==> src/rtl/pl_io_bank_if.sv <==
// User-I/O bundle between the board pins / core registers and pl_io_bank.
// master drives raw inputs and configuration; slave (pl_io_bank) returns the conditioned I/O state.
interface pl_io_bank_if #(
   parameter int NR_OF_BUTTONS_P  = 4,
   parameter int NR_OF_SWITCHES_P = 2,
   parameter int NR_OF_LEDS_P     = 4,
   parameter int CNT_WIDTH_P      = 32
);
   logic [NR_OF_BUTTONS_P-1:0]              btn_in;
   logic [NR_OF_SWITCHES_P-1:0]             sw_in;
   logic [2*NR_OF_LEDS_P-1:0]               led_mode;
   logic [CNT_WIDTH_P*NR_OF_LEDS_P-1:0]     led_half_period;
   logic [NR_OF_BUTTONS_P-1:0]              irq_clr;

   logic [NR_OF_BUTTONS_P-1:0]              btn_level;
   logic [NR_OF_BUTTONS_P-1:0]              btn_press;
   logic [NR_OF_BUTTONS_P-1:0]              btn_tgl;
   logic [NR_OF_SWITCHES_P-1:0]             sw_out;
   logic [NR_OF_LEDS_P-1:0]                 led_out;
   logic [NR_OF_BUTTONS_P-1:0]              btn_irq_pending;
   logic                                    irq;

   modport master (
      output btn_in, sw_in, led_mode, led_half_period, irq_clr,
      input  btn_level, btn_press, btn_tgl, sw_out, led_out, btn_irq_pending, irq
   );

   modport slave (
      input  btn_in, sw_in, led_mode, led_half_period, irq_clr,
      output btn_level, btn_press, btn_tgl, sw_out, led_out, btn_irq_pending, irq
   );
endinterface

==> src/rtl/pl_io_bank.sv <==
// Parametrised PL user-I/O: synchronised switches, debounced buttons, per-LED mode engine.
// Define PL_IO_BANK_IRQ_EN to build the sticky press-pending bits and the irq line.
//
// LED mode   | meaning
// LED_OFF    | led_out low, counter parked at 0
// LED_ON     | led_out high, counter parked at 0
// LED_BLINK  | counter runs up, led_out flips every effective half period
// LED_FLASH  | press loads counter, led_out high until it counts down to 0
module pl_io_bank #(
   parameter int NR_OF_BUTTONS_P   = 4,
   parameter int NR_OF_SWITCHES_P  = 2,
   parameter int NR_OF_LEDS_P      = 4,
   parameter int SYNC_STAGES_P     = 2,
   parameter int DEBOUNCE_CYCLES_P = 1250000,
   parameter int CNT_WIDTH_P       = 32
) (
   input  logic        clk,
   input  logic        rst,
   pl_io_bank_if.slave io
);
   localparam int N    = NR_OF_BUTTONS_P;
   localparam int M    = NR_OF_SWITCHES_P;
   localparam int L    = NR_OF_LEDS_P;
   localparam int S    = SYNC_STAGES_P;
   localparam int CW   = CNT_WIDTH_P;
   localparam int DB_W = (DEBOUNCE_CYCLES_P > 1) ? $clog2(DEBOUNCE_CYCLES_P) : 1;
   localparam logic [DB_W-1:0] DB_LAST = DB_W'(DEBOUNCE_CYCLES_P - 1);

   typedef enum logic [1:0] {
      LED_OFF   = 2'b00,
      LED_ON    = 2'b01,
      LED_BLINK = 2'b10,
      LED_FLASH = 2'b11
   } led_mode_e;

   logic [S-1:0][M-1:0] sw_sync;
   logic [S-1:0][N-1:0] btn_sync;
   logic [N-1:0]        btn_s;

   always_ff @(posedge clk or posedge rst) begin
      if (rst) begin
         sw_sync  <= '0;
         btn_sync <= '0;
      end else begin
         sw_sync[0]  <= io.sw_in;
         btn_sync[0] <= io.btn_in;
         for (int k = 1; k < S; k++) begin
            sw_sync[k]  <= sw_sync[k-1];
            btn_sync[k] <= btn_sync[k-1];
         end
      end
   end

   assign btn_s = btn_sync[S-1];

   logic [N-1:0][DB_W-1:0] db_cnt;
   logic [N-1:0]           btn_level;
   logic [N-1:0]           btn_press;
   logic [N-1:0]           btn_tgl;

   // The counter only runs while the synced input disagrees with the accepted level,
   // so any glitch shorter than the debounce window collapses back to zero.
   always_ff @(posedge clk or posedge rst) begin
      if (rst) begin
         db_cnt    <= '0;
         btn_level <= '0;
         btn_press <= '0;
         btn_tgl   <= '0;
      end else begin
         btn_press <= '0;
         for (int i = 0; i < N; i++) begin
            if (btn_s[i] != btn_level[i]) begin
               if (db_cnt[i] == DB_LAST) begin
                  db_cnt[i]    <= '0;
                  btn_level[i] <= btn_s[i];
                  if (btn_s[i]) begin
                     btn_press[i] <= 1'b1;
                     btn_tgl[i]   <= ~btn_tgl[i];
                  end
               end else begin
                  db_cnt[i] <= db_cnt[i] + DB_W'(1);
               end
            end else begin
               db_cnt[i] <= '0;
            end
         end
      end
   end

   led_mode_e            led_mode_d [L];
   led_mode_e            led_mode_q [L];
   logic [L-1:0][CW-1:0] eff_half;
   logic [L-1:0][CW-1:0] eff_last;
   logic [L-1:0][CW-1:0] led_cnt;
   logic [L-1:0]         flash_trig;
   logic [L-1:0]         led_q;

   always_comb begin
      eff_half   = '0;
      eff_last   = '0;
      flash_trig = '0;
      for (int i = 0; i < L; i++) begin
         led_mode_d[i] = led_mode_e'(io.led_mode[2*i +: 2]);
         eff_half[i]   = (io.led_half_period[i*CW +: CW] == '0) ? CW'(1)
                                                                : io.led_half_period[i*CW +: CW];
         eff_last[i]   = eff_half[i] - CW'(1);
         flash_trig[i] = btn_press[i % N];
      end
   end

   // Entry into BLINK/FLASH is detected against last cycle's mode so no counter state carries over.
   always_ff @(posedge clk or posedge rst) begin
      if (rst) begin
         for (int i = 0; i < L; i++) begin
            led_mode_q[i] <= LED_OFF;
         end
         led_cnt <= '0;
         led_q   <= '0;
      end else begin
         for (int i = 0; i < L; i++) begin
            led_mode_q[i] <= led_mode_d[i];
            unique case (led_mode_d[i])
               LED_OFF: begin
                  led_q[i]   <= 1'b0;
                  led_cnt[i] <= '0;
               end
               LED_ON: begin
                  led_q[i]   <= 1'b1;
                  led_cnt[i] <= '0;
               end
               LED_BLINK: begin
                  if (led_mode_q[i] != LED_BLINK) begin
                     led_q[i]   <= 1'b1;
                     led_cnt[i] <= '0;
                  end else if (led_cnt[i] >= eff_last[i]) begin
                     led_q[i]   <= ~led_q[i];
                     led_cnt[i] <= '0;
                  end else begin
                     led_cnt[i] <= led_cnt[i] + CW'(1);
                  end
               end
               LED_FLASH: begin
                  if (flash_trig[i]) begin
                     led_q[i]   <= 1'b1;
                     led_cnt[i] <= eff_half[i];
                  end else if (led_mode_q[i] != LED_FLASH) begin
                     led_q[i]   <= 1'b0;
                     led_cnt[i] <= '0;
                  end else if (led_cnt[i] != '0) begin
                     led_q[i]   <= (led_cnt[i] > CW'(1));
                     led_cnt[i] <= led_cnt[i] - CW'(1);
                  end else begin
                     led_q[i] <= 1'b0;
                  end
               end
            endcase
         end
      end
   end

`ifdef PL_IO_BANK_IRQ_EN
   logic [N-1:0] irq_pending_q;
   logic         irq_q;

   // A press landing in the same cycle as its clear keeps the bit set.
   always_ff @(posedge clk or posedge rst) begin
      if (rst) begin
         irq_pending_q <= '0;
         irq_q         <= 1'b0;
      end else begin
         irq_pending_q <= (irq_pending_q & ~io.irq_clr) | btn_press;
         irq_q         <= |irq_pending_q;
      end
   end

   assign io.btn_irq_pending = irq_pending_q;
   assign io.irq             = irq_q;
`else
   logic unused_irq_clr;
   assign unused_irq_clr     = ^io.irq_clr;
   assign io.btn_irq_pending = '0;
   assign io.irq             = 1'b0;
`endif

   assign io.btn_level = btn_level;
   assign io.btn_press = btn_press;
   assign io.btn_tgl   = btn_tgl;
   assign io.sw_out    = sw_sync[S-1];
   assign io.led_out   = led_q;
endmodule

==> src/flat_wrapper.sv <==
// flat-port wrapper written by rule: the top's interface ports become plain ports
module pl_io_bank_flat 
#(
   parameter int NR_OF_BUTTONS_P   = 4,
   parameter int NR_OF_SWITCHES_P  = 2,
   parameter int NR_OF_LEDS_P      = 4,
   parameter int SYNC_STAGES_P     = 2,
   parameter int DEBOUNCE_CYCLES_P = 1250000,
   parameter int CNT_WIDTH_P       = 32
)
  (clk, rst, io_btn_in, io_sw_in, io_led_mode, io_led_half_period, io_irq_clr, io_btn_level, io_btn_press, io_btn_tgl, io_sw_out, io_led_out, io_btn_irq_pending, io_irq);
  pl_io_bank_if #(.NR_OF_BUTTONS_P(NR_OF_BUTTONS_P), .NR_OF_SWITCHES_P(NR_OF_SWITCHES_P), .NR_OF_LEDS_P(NR_OF_LEDS_P), .CNT_WIDTH_P(CNT_WIDTH_P)) io_i ();
  input  logic clk;
  input  logic rst;
  input wire logic [$bits(io_i.btn_in)-1:0] io_btn_in;
  input wire logic [$bits(io_i.sw_in)-1:0] io_sw_in;
  input wire logic [$bits(io_i.led_mode)-1:0] io_led_mode;
  input wire logic [$bits(io_i.led_half_period)-1:0] io_led_half_period;
  input wire logic [$bits(io_i.irq_clr)-1:0] io_irq_clr;
  output wire logic [$bits(io_i.btn_level)-1:0] io_btn_level;
  output wire logic [$bits(io_i.btn_press)-1:0] io_btn_press;
  output wire logic [$bits(io_i.btn_tgl)-1:0] io_btn_tgl;
  output wire logic [$bits(io_i.sw_out)-1:0] io_sw_out;
  output wire logic [$bits(io_i.led_out)-1:0] io_led_out;
  output wire logic [$bits(io_i.btn_irq_pending)-1:0] io_btn_irq_pending;
  output wire logic [$bits(io_i.irq)-1:0] io_irq;
  assign io_i.btn_in = io_btn_in;
  assign io_i.sw_in = io_sw_in;
  assign io_i.led_mode = io_led_mode;
  assign io_i.led_half_period = io_led_half_period;
  assign io_i.irq_clr = io_irq_clr;
  assign io_btn_level = io_i.btn_level;
  assign io_btn_press = io_i.btn_press;
  assign io_btn_tgl = io_i.btn_tgl;
  assign io_sw_out = io_i.sw_out;
  assign io_led_out = io_i.led_out;
  assign io_btn_irq_pending = io_i.btn_irq_pending;
  assign io_irq = io_i.irq;
  pl_io_bank #(.NR_OF_BUTTONS_P(NR_OF_BUTTONS_P), .NR_OF_SWITCHES_P(NR_OF_SWITCHES_P), .NR_OF_LEDS_P(NR_OF_LEDS_P), .SYNC_STAGES_P(SYNC_STAGES_P), .DEBOUNCE_CYCLES_P(DEBOUNCE_CYCLES_P), .CNT_WIDTH_P(CNT_WIDTH_P)) u_core (.clk(clk), .rst(rst), .io(io_i));
endmodule
==> config.mk <==
export PLATFORM = sky130hd
export DESIGN_NAME = pl_io_bank_flat
export DESIGN_NICKNAME = d
export VERILOG_FILES = /design/src/rtl/pl_io_bank_if.sv /design/src/rtl/pl_io_bank.sv /design/src/flat_wrapper.sv
export SDC_FILE = /design/constraint.sdc
export NUM_CORES = 1
export LEC_CHECK = 0
export CAP_MARGIN = 25
export CORE_AREA = 2 2 145 253
export DETAILED_ROUTE_END_ITERATION = 12
export DIE_AREA = 0 0 147 255
export PLACE_DENSITY = 0.81
export REMOVE_ABC_BUFFERS = 1
export SLEW_MARGIN = 20
export SYNTH_ARGS = -nofsm -noshare
export SYNTH_HDL_FRONTEND = slang
export SYNTH_SLANG_ARGS = --single-unit
==> constraint.sdc <==
create_clock -name clk -period 11.45 [get_ports clk]
set_clock_uncertainty 0.05 [all_clocks]
set_input_delay 2.8625 -clock clk [delete_from_list [all_inputs] [get_ports clk]]
set_output_delay 2.8625 -clock clk [all_outputs]
set_load 0.01 [all_outputs]
# Word-level counts from Yosys, hierarchy flattened
# Index checks and enable logic that the tools add are counted.
dict set report classes {
  n_addsub 16
  order_cmp 8
  n_eq_ne 36
  n_mux 72
  bitwise_logic 8
  n_reduce_logical 24
}
# cell n
set op_table {}
lappend op_table {{32-bit two-way mux} 24}
lappend op_table {{32-bit one-hot mux with 3 select lines} 4}
lappend op_table {{32-bit by 1-bit subtractor with 32-bit output (second input constant)} 8}
lappend op_table {{21-bit two-way mux} 8}
lappend op_table {{32-bit by 1-bit adder with 32-bit output (second input constant)} 4}
lappend op_table {{32-bit greater-or-equal comparator} 4}
lappend op_table {{32-bit by 1-bit greater-than comparator with 1-bit output (second input constant)} 4}
lappend op_table {{32-bit zero test} 4}
lappend op_table {{32-bit nonzero test} 4}
lappend op_table {{21-bit by 1-bit adder with 21-bit output (second input constant)} 4}
lappend op_table {{21-bit == test (second input constant)} 4}
lappend op_table {{1-bit two-way mux} 32}
lappend op_table {{2-bit == test (second input constant)} 8}
lappend op_table {{2-bit inequality test (second input constant)} 8}
lappend op_table {{4-bit by 1-bit inequality test with 1-bit output (second input constant)} 4}
lappend op_table {{1-bit one-hot mux with 4 select lines} 4}
lappend op_table {{3-bit by 1-bit inequality test with 1-bit output (second input constant)} 4}
lappend op_table {{3-bit AND reduction} 4}
lappend op_table {{2-bit by 1-bit == test with 1-bit output (second input constant)} 4}
lappend op_table {{2-bit zero test} 4}
lappend op_table {{1-bit NOT} 8}
lappend op_table {{2-bit AND reduction} 4}
lappend op_table {{2-bit OR reduction} 4}
lappend op_table {{1-bit inequality test} 4}
dict set report totals {
  reg_bits 248
  in_bits 148
  word_cells 193
}

# Logic depth before layout (Yosys ltp)
# Gate-level depths: netlist (run 1).
dict set report logic_depth {
  word_depth 7
  mapped_depth 22
}

# Worst setup path after synthesis (run 1)
# Ideal clock, no wire load.
dict set report synth_path {
  path_type {input-to-reg}
  startpoint {input port io_led_half_period[114]}
  endpoint {register u_core.led_cnt[98] (netlist name)}
  setup_ns 0.135
  arrival_time_ns 7.360
  slack_ns 3.905
  cell_stages 19
  n_path_buf 3
  path_cell_list {or4_1 or4_1 clkbuf_1 nor4_1 a21oi_1 ha_1 or3b_2 clkbuf_1 nor3_1 nand2_1 nor3_1 nand2_1 xor2_1 ha_1 and4_1 nand4_1 o41ai_1 clkbuf_1 o22ai_1}
}
dict set report synth_via {
  elab_chain_len 7
}
# element line
set synth_lines {}
lappend synth_lines {{from (decl)} flat_wrapper.sv:18} ;# input wire logic [$bits(io_i.led_half_period)-1:0] io_led_half_period;
lappend synth_lines {{32-bit zero test} pl_io_bank.sv:104} ;# eff_half[i] = (io.led_half_period[i*CW +: CW] == '0) ? CW'(1)
lappend synth_lines {{32-bit two-way mux *} pl_io_bank.sv:104}
lappend synth_lines {{32-bit by 1-bit subtractor with 32-bit output} pl_io_bank.sv:106} ;# eff_last[i] = eff_half[i] - CW'(1);
lappend synth_lines {{32-bit greater-or-equal comparator} pl_io_bank.sv:135} ;# end else if (led_cnt[i] >= eff_last[i]) begin
lappend synth_lines {{32-bit two-way mux} pl_io_bank.sv:135}
lappend synth_lines {{32-bit two-way mux} pl_io_bank.sv:132} ;# if (led_mode_q[i] != LED_BLINK) begin
lappend synth_lines {{32-bit one-hot mux with 3 select lines *} pl_io_bank.sv:122} ;# unique case (led_mode_d[i])
lappend synth_lines {{to (signal, indexed assignment)} pl_io_bank.sv:139} ;# led_cnt[i] <= led_cnt[i] + CW'(1);
lappend synth_lines {{to (signal, indexed assignment)} pl_io_bank.sv:145} ;# led_cnt[i] <= eff_half[i];
lappend synth_lines {{to (signal, indexed assignment)} pl_io_bank.sv:151} ;# led_cnt[i] <= led_cnt[i] - CW'(1);
lappend synth_lines {{to (decl)} pl_io_bank.sv:94} ;# logic [L-1:0][CW-1:0] led_cnt;
# Every way passes the cells marked *; elsewhere a longest branch is shown, timed or not.
# A chain may end at the register's enable or synchronous reset.

# Worst setup path in the final report (run 1)
dict set report layout_path {
  startpoint {input port io_led_half_period[114]}
  endpoint {register u_core.led_q[3] (netlist: u_core.io.led_out[3])}
}
dict set report layout_via {
  elab_chain_len 5
}
# element line
set layout_lines {}
lappend layout_lines {{32-bit zero test} pl_io_bank.sv:104}
lappend layout_lines {{32-bit two-way mux *} pl_io_bank.sv:104}
lappend layout_lines {{32-bit by 1-bit subtractor with 32-bit output *} pl_io_bank.sv:106}
lappend layout_lines {{32-bit greater-or-equal comparator *} pl_io_bank.sv:135}
lappend layout_lines {{3-bit by 1-bit inequality test with 1-bit output (no source line) *} --}
lappend layout_lines {{to (signal, indexed assignment)} pl_io_bank.sv:136} ;# led_q[i] <= ~led_q[i];
lappend layout_lines {{to (signal, indexed assignment)} pl_io_bank.sv:150} ;# led_q[i] <= (led_cnt[i] > CW'(1));
lappend layout_lines {{to (decl)} pl_io_bank.sv:96} ;# logic [L-1:0] led_q;
# Marks and branches as above.

==> results of run 1 <==
final cells by class:
class,instances,area share
multi-input cells,2043,0.591
inverters,39,0.00648
repair buffers,186,0.0764
well taps,470,0.0248
flip-flops and latches,248,0.261
clock buffers,31,0.0299
clock inverters,16,0.0103
through the flow:
step	utilization	hold slack, ns	area [µm²]	total power [mW]
floorplan	-	0.281	20400	1.28
global route	0.666	0.307	23800	2.53
global placement	0.637	0.283	22700	1.45
detailed placement	0.638	0.293	22800	1.47
CTS	0.665	0.303	23700	2.44
finish	0.666	0.300	23800	2.43
metal layers:
layer	GRT usage	vias up	share of wire
met2	0.571	829	0.52
met1	0.338	9586	0.36
met4	0.214	0	0.065
met3	0.0389	286	0.057
li1	-	9175	-
met5	0	-	0
logic make-up after synthesis:
kind of cell / synth area share
AOI/OAI and AO/OA: 0.130
other: 0.000179
DFF: 0.296
buffers and inverters: 0.0369
xor gates and xnor gates: 0.175
adders and majority gates: 0.0907
and+or+nand+nor: 0.266
muxes: 0.00525
how the worst min path moves through the flow:
stage                            start         endpoint  slack, ns
floorplan           u_core.btn_sync[0]  u_core.btn_s[0]       0.28
global placement    u_core.btn_sync[2]  u_core.btn_s[2]       0.28
detailed placement  u_core.btn_sync[0]  u_core.btn_s[0]       0.29
CTS                 u_core.btn_sync[1]  u_core.btn_s[1]       0.30
global route        u_core.btn_sync[1]  u_core.btn_s[1]       0.31
finish              u_core.btn_sync[1]  u_core.btn_s[1]       0.30
worst register-to-register path, stage by stage (launching register included):
cell	delay, ns
dfrtp_1	0.51
or4_1	0.64
nor4_2	0.73
nand4b_1	0.34
o21ai_2	0.72
buf_4	0.37
a211o_1	0.13
o211ai_1	0.09
where the power goes:
part | internal [mW] | switching (mW)
Sequential | 0.896 | 0.0370
Combinational | 0.229 | 0.301
Clock | 0.580 | 0.384
synth_stat cells, drive strengths merged, types with 8 or more instances:
cell and number:
dfrtp 248, nor2 236, xnor2 210, xor2 210, nand2 191, ha 152
clkbuf 130, nand3 109, o22ai 108, a22oi 105, nor3 94, nand4 82
nor4 73, a21oi 62, o21ai 48, or4 45, inv 39, and3 38
or3 29, and4 27, nand2b 26, buf 24, and2 17, nor4b 17
nand3b 13, nand4b 12, nor2b 12, nor3b 10, mux2 8
registers in the layout (all words and copies together) (netlist names):
signal               flops
u_core.io.btn_tgl        4
u_core.btn_s             4
u_core.io.btn_press      4
u_core.io.led_out        4
u_core.led_mode_q        8
u_core.io.btn_level      4
u_core.io.sw_out         2
u_core.btn_sync          4
u_core.db_cnt           84
u_core.led_cnt         128
u_core.sw_sync           2
==> key figures, run 1 <==
Status
  • Outcome: finished clean

Finish
  • Nets: 2,844
  • Most common cell after layout, fill and taps aside: dfrtp_1
  • Fillers: 2,916
  • Share of cells above drive strength 1: 0.0390
  • Area delta synth->final: 13.3%
  • Register area: 0.00621 mm²
  • Post-route insts no fill: 3,033
  • Area of the multi-input gates: 0.0140 mm²
  • Commonest non-fill, non-tap cells in the layout: dfrtp_1, nor2_1, xnor2_1, xor2_1, nand2_1
  • N_diodes: 0

Placement
  • Pre-CTS WS: 2.08 ns
  • DP Wirelength: 43,400 µm
  • Port Buffer Count: 161
  • Placed Cells: 2,984
  • Final GP Congestion: 0.934

Floorplanning
  • Starting Density: 0.588
  • Std cell rows: 92
  • Core area: 0.0357 mm²
  • Die ar.: 0.0375 mm²
  • Ports: 171
  • Die width: 147 µm
  • Die Span Y: 255 µm

Setup path
  • Cell family with most CP delay: simple AND/OR/NAND/NOR gates
  • CP Cell Sequence: clkdlybuf4s50_1 > or4_1 > or4_1 > nor4_1 > a21oi_1 > buf_4 > ha_1 > or3b_2 > nor3_1 > nand2_1 > nor3_1 > nand2_1 > xor2_1 > ha_1 > and4_1 > nand4_1 > o41ai_2 > clkbuf_2 > buf_4 > mux2_2
  • Worst Path Max Fanout: 24
  • FF-to-FF End: u_core.led_cnt[91]
  • Critical Path End Type: flop
  • Req. time, crit path: 11.85 ns
  • Length in cells of the worst reg-to-reg path: 7
  • Worst stage delay on the critical path: 0.73 ns
  • Crit path from: io_led_half_period[114]
  • Worst R2R Start: u_core.led_cnt[76]
  • Buf/Inv on CP: 4
  • CP Class: in2reg
  • Crit path launch type: input port
  • CP arrival: 9.24 ns
  • CP endpoint: u_core.io.led_out[3]
  • Slowest stage cell, crit path: o41ai_2
  • Crit path depth: 20
  • Flop-to-flop setup slack: 7.74 ns

Yosys
  • Cell variety after synth: 77
  • Area share of the largest cell type after synthesis: 0.296
  • Sequential area share after synthesis: 0.296
  • Mapped Area: 0.0210 mm²
  • Number of synthesized flops with an enable pin: 0
  • Post-synth top area cell: dfrtp_1
  • Top cells by area, synth: dfrtp_1, ha_1, xnor2_1
  • Top_reg_cell synth: dfrtp_1
  • Syn Inst Count: 2,480
  • Syn_area_per_cell: 8.46 µm²
  • Synthesis warning total: 0
  • Yosys reg bits: 248
  • Ys async rst share: 1.00

Timing
  • Slew Limit Fails: 0
  • Sum Neg Setup Slack: 0 ns
  • Hold Vio Cnt, Final: 0
  • RSZ-0062 raised after global routing: false
  • Achievable frequency: 113 MHz
  • Final period util: 0.772
  • Slew margin rel.: 0.336
  • Worst-margin pin slew: 0.988 ns
  • Setup violators final: 0
  • Fin crit period: 8.84 ns
  • Fin worst setup slack: 2.61 ns

Global route
  • GRT overflow: 0
  • Total GRT Usage: 0.313
  • Initial antenna violation count: 0
  • Vias in the first global route: 20,463
  • Pin count of the biggest net entering global routing: 117
  • First-pass GRT wire length: 97,700 µm

Power
  • Pwr/cell area: 102 mW/mm²
  • Worst IR Drop VDD: 0.141 mV
  • Lkg Pwr: 9.50 nW

Clocking
  • Post-cts hold buffer count: 0
  • Resized Gates After CTS: 0
  • CTS buffer count: 26
  • Clk root buf: clkbuf_16
  • CTS Sinks: 248
  • CTS clk-pin slew, worst paths: 0.07 ns
  • Clock Path Buffers: 3
  • Total setup buffers inserted after CTS: 0
  • CTS H-tree depth: 1
  • TritonCTS clock tree: yes
  • Clk Latency, worst-skew pair: 0.56 ns

Route
  • DRT Pass-1 Iters: 8
  • Number of remaining DRC errors: 0
  • DR vias/cell: 6.55
  • WL final: 59,800 µm
  • DR vias: 19,876
  • DRT antenna net count: 0
  • Detailed-route wire length per cell: 19.7 µm
  • Initial drt markers: 1,193

Worst hold path
  • HP Class: reg2reg
  • Cell count of the worst hold path: 0

Job
  • Max_cap viols: 0
Note: power is estimated with default switching activity, not from simulation.
==> run 2, diff against run 1 <==
CORE_AREA = 2 2 152 266   (was 2 2 145 253)
DIE_AREA = 0 0 154 268   (was 0 0 147 255)
PLACE_DENSITY = 0.77   (was 0.81)
clock period = 7.9 ns   (was 11.45 ns; I/O delays follow)
==> run 2 against run 1 <==
Compared with the run above:
- first-iteration DRC count grew 8.5%
- global-route usage is 2.1 points lower
- wire length rose by 3.1%
- worst hold slack got worse by 0.0015 ns
- largest cell class unchanged
- setup slack worse by 1.6 ns
- critical path type unchanged
==> key figures, run 2 (synthesis results as in run 1) <==
Clocking
  • Resized Gates After CTS: 0
  • Total setup buffers inserted after CTS: 0
  • TritonCTS clock tree: yes
  • CTS H-tree depth: 1
  • Clk Latency, worst-skew pair: 0.57 ns
  • Post-cts hold buffer count: 0
  • CTS clk-pin slew, worst paths: 0.06 ns
  • Clk root buf: clkbuf_16
  • CTS Sinks: 248
  • Clock Path Buffers: 3
  • CTS buffer count: 26

Finish
  • Post-route insts no fill: 3,068
  • Final instance area: 0.0239 mm²
  • Area delta synth->final: 13.9%
  • Share of cells above drive strength 1: 0.0442
  • Max reg flops: 128
  • Most flop-heavy register: u_core.led_cnt
  • N_diodes: 0
  • Commonest non-fill, non-tap cells in the layout: dfrtp_1, nor2_1, xnor2_1, xor2_1, nand2_1
  • Final core utilization: 0.612
  • Most common cell after layout, fill and taps aside: dfrtp_1
  • Top flop regs: u_core.led_cnt (128), u_core.db_cnt (84), u_core.led_mode_q (8)
  • Nets: 2,858

Global route
  • GRT overflow: 0
  • Pin count of the biggest net entering global routing: 104
  • Initial antenna violation count: 1
  • Vias in the first global route: 20,117
  • Total GRT Usage: 0.292
  • First-pass GRT wire length: 99,200 µm

Timing
  • Hold Vio Cnt, Final: 0
  • Slew Limit Fails: 0
  • Worst-margin pin slew: 0.956 ns
  • Fin crit period: 6.92 ns
  • Final period util: 0.877
  • Setup violators final: 0
  • RSZ-0062 raised after global routing: false
  • Achievable frequency: 144 MHz
  • Slew margin rel.: 0.361

Route
  • Number of remaining DRC errors: 0
  • WL final: 61,700 µm
  • Initial drt markers: 1,295
  • DR vias: 19,777
  • DRT antenna net count: 0
  • DR vias/cell: 6.45
  • Detailed-route wire length per cell: 20.1 µm
  • DRT Pass-1 Iters: 5

Floorplanning
  • Core area: 0.0390 mm²
  • Starting Density: 0.537
  • Die Span Y: 268 µm
  • Ports: 171
  • Die ar.: 0.0413 mm²
  • Std cell rows: 96
  • Die width: 154 µm

Setup path
  • Flop-to-flop setup slack: 4.00 ns
  • Buf/Inv on CP: 4
  • Slowest stage cell, crit path: or4b_2
  • Cell family with most CP delay: simple AND/OR/NAND/NOR gates
  • Req. time, crit path: 8.27 ns
  • CP Cell Sequence: clkdlybuf4s50_1 > or4_1 > nor4_2 > buf_4 > nand2_1 > nor2_1 > nor2_1 > ha_1 > nor3b_1 > and2_1 > and4b_1 > and3b_1 > nor2b_1 > xnor2_1 > ha_1 > nand4_1 > or4b_2 > o22ai_1 > buf_4 > or3_1 > buf_12 > o22ai_1
  • Worst Path Max Fanout: 30
  • Worst stage delay on the critical path: 0.68 ns
  • CP Class: in2reg
  • CP arrival: 7.29 ns
  • Crit path launch type: input port
  • Critical Path End Type: flop

Job
  • Max_cap viols: 0

Status
  • Outcome: finished clean

Placement
  • DP Wirelength: 45,200 µm
  • Area post-placement: 0.0229 mm²
  • Port Buffer Count: 161
  • Placed Cells: 3,020
  • Final GP Congestion: 0.943

Power
  • Worst IR Drop VDD: 0.203 mV
  • Pwr/cell area: 147 mW/mm²
  • Lkg Pwr: 9.57 nW

Worst hold path
  • HP Class: reg2reg
==> run 2: routing by layer <==
metal  GRT usage  routed length, µm  vias up
met5           0                  0        -
met4       0.192               3930        0
met3      0.0311               3050      252
met2       0.546              32400      750
met1       0.310              22400     9558
li1            -                  -     9217
==> run 2: power by group <==
part | internal, mW | switching, mW
Sequential | 1.30 | 0.0529
Clock | 0.817 | 0.569
Combinational | 0.334 | 0.441
==> run 2: per-stage QoR <==
step	hold slack [ns]	setup TNS [ns]	power, mW	setup WS (ns)
6_report	0.298	0	3.51	0.976
2_1_floorplan	0.281	-245.28	1.85	-0.940
4_1_cts	0.299	0	3.53	1.08
3_3_place_gp	0.282	0	2.11	0.575
3_5_place_dp	0.285	0	2.13	0.482
5_1_grt	0.302	0	3.66	0.682
==> run 2: layout make-up <==
type / instances / area, µm²
multi-input combinational: 2043 / 14000
sequential: 248 / 6210
clock inverter: 20 / 285
fill: 3361 / 15200
tap: 490 / 613
clock buffer: 28 / 668
inverter: 39 / 154
timing repair buffer: 200 / 1930
==> run 2: worst reg2reg max path: stages (launching register included) <==
cell      delay, ns
dfrtp_1        0.50
nor4_1         0.80
nand4b_1       0.67
nor4_1         0.69
nand2b_1       0.52
buf_4          0.37
o221ai_1       0.16
==> run 2: worst paths after layout <==
kind,endpoint,startpoint,depth (start not counted)
max,u_core.led_cnt[15],io_led_half_period[11],22
min,u_core.btn_s[3],u_core.btn_sync[3],0
max reg2reg,u_core.led_cnt[96],u_core.led_cnt[100],6
min reg2reg,u_core.btn_s[3],u_core.btn_sync[3],0
max in group asynchronous,u_core.led_cnt[7],rst,3
min in group asynchronous,u_core.led_mode_q[2],rst,2
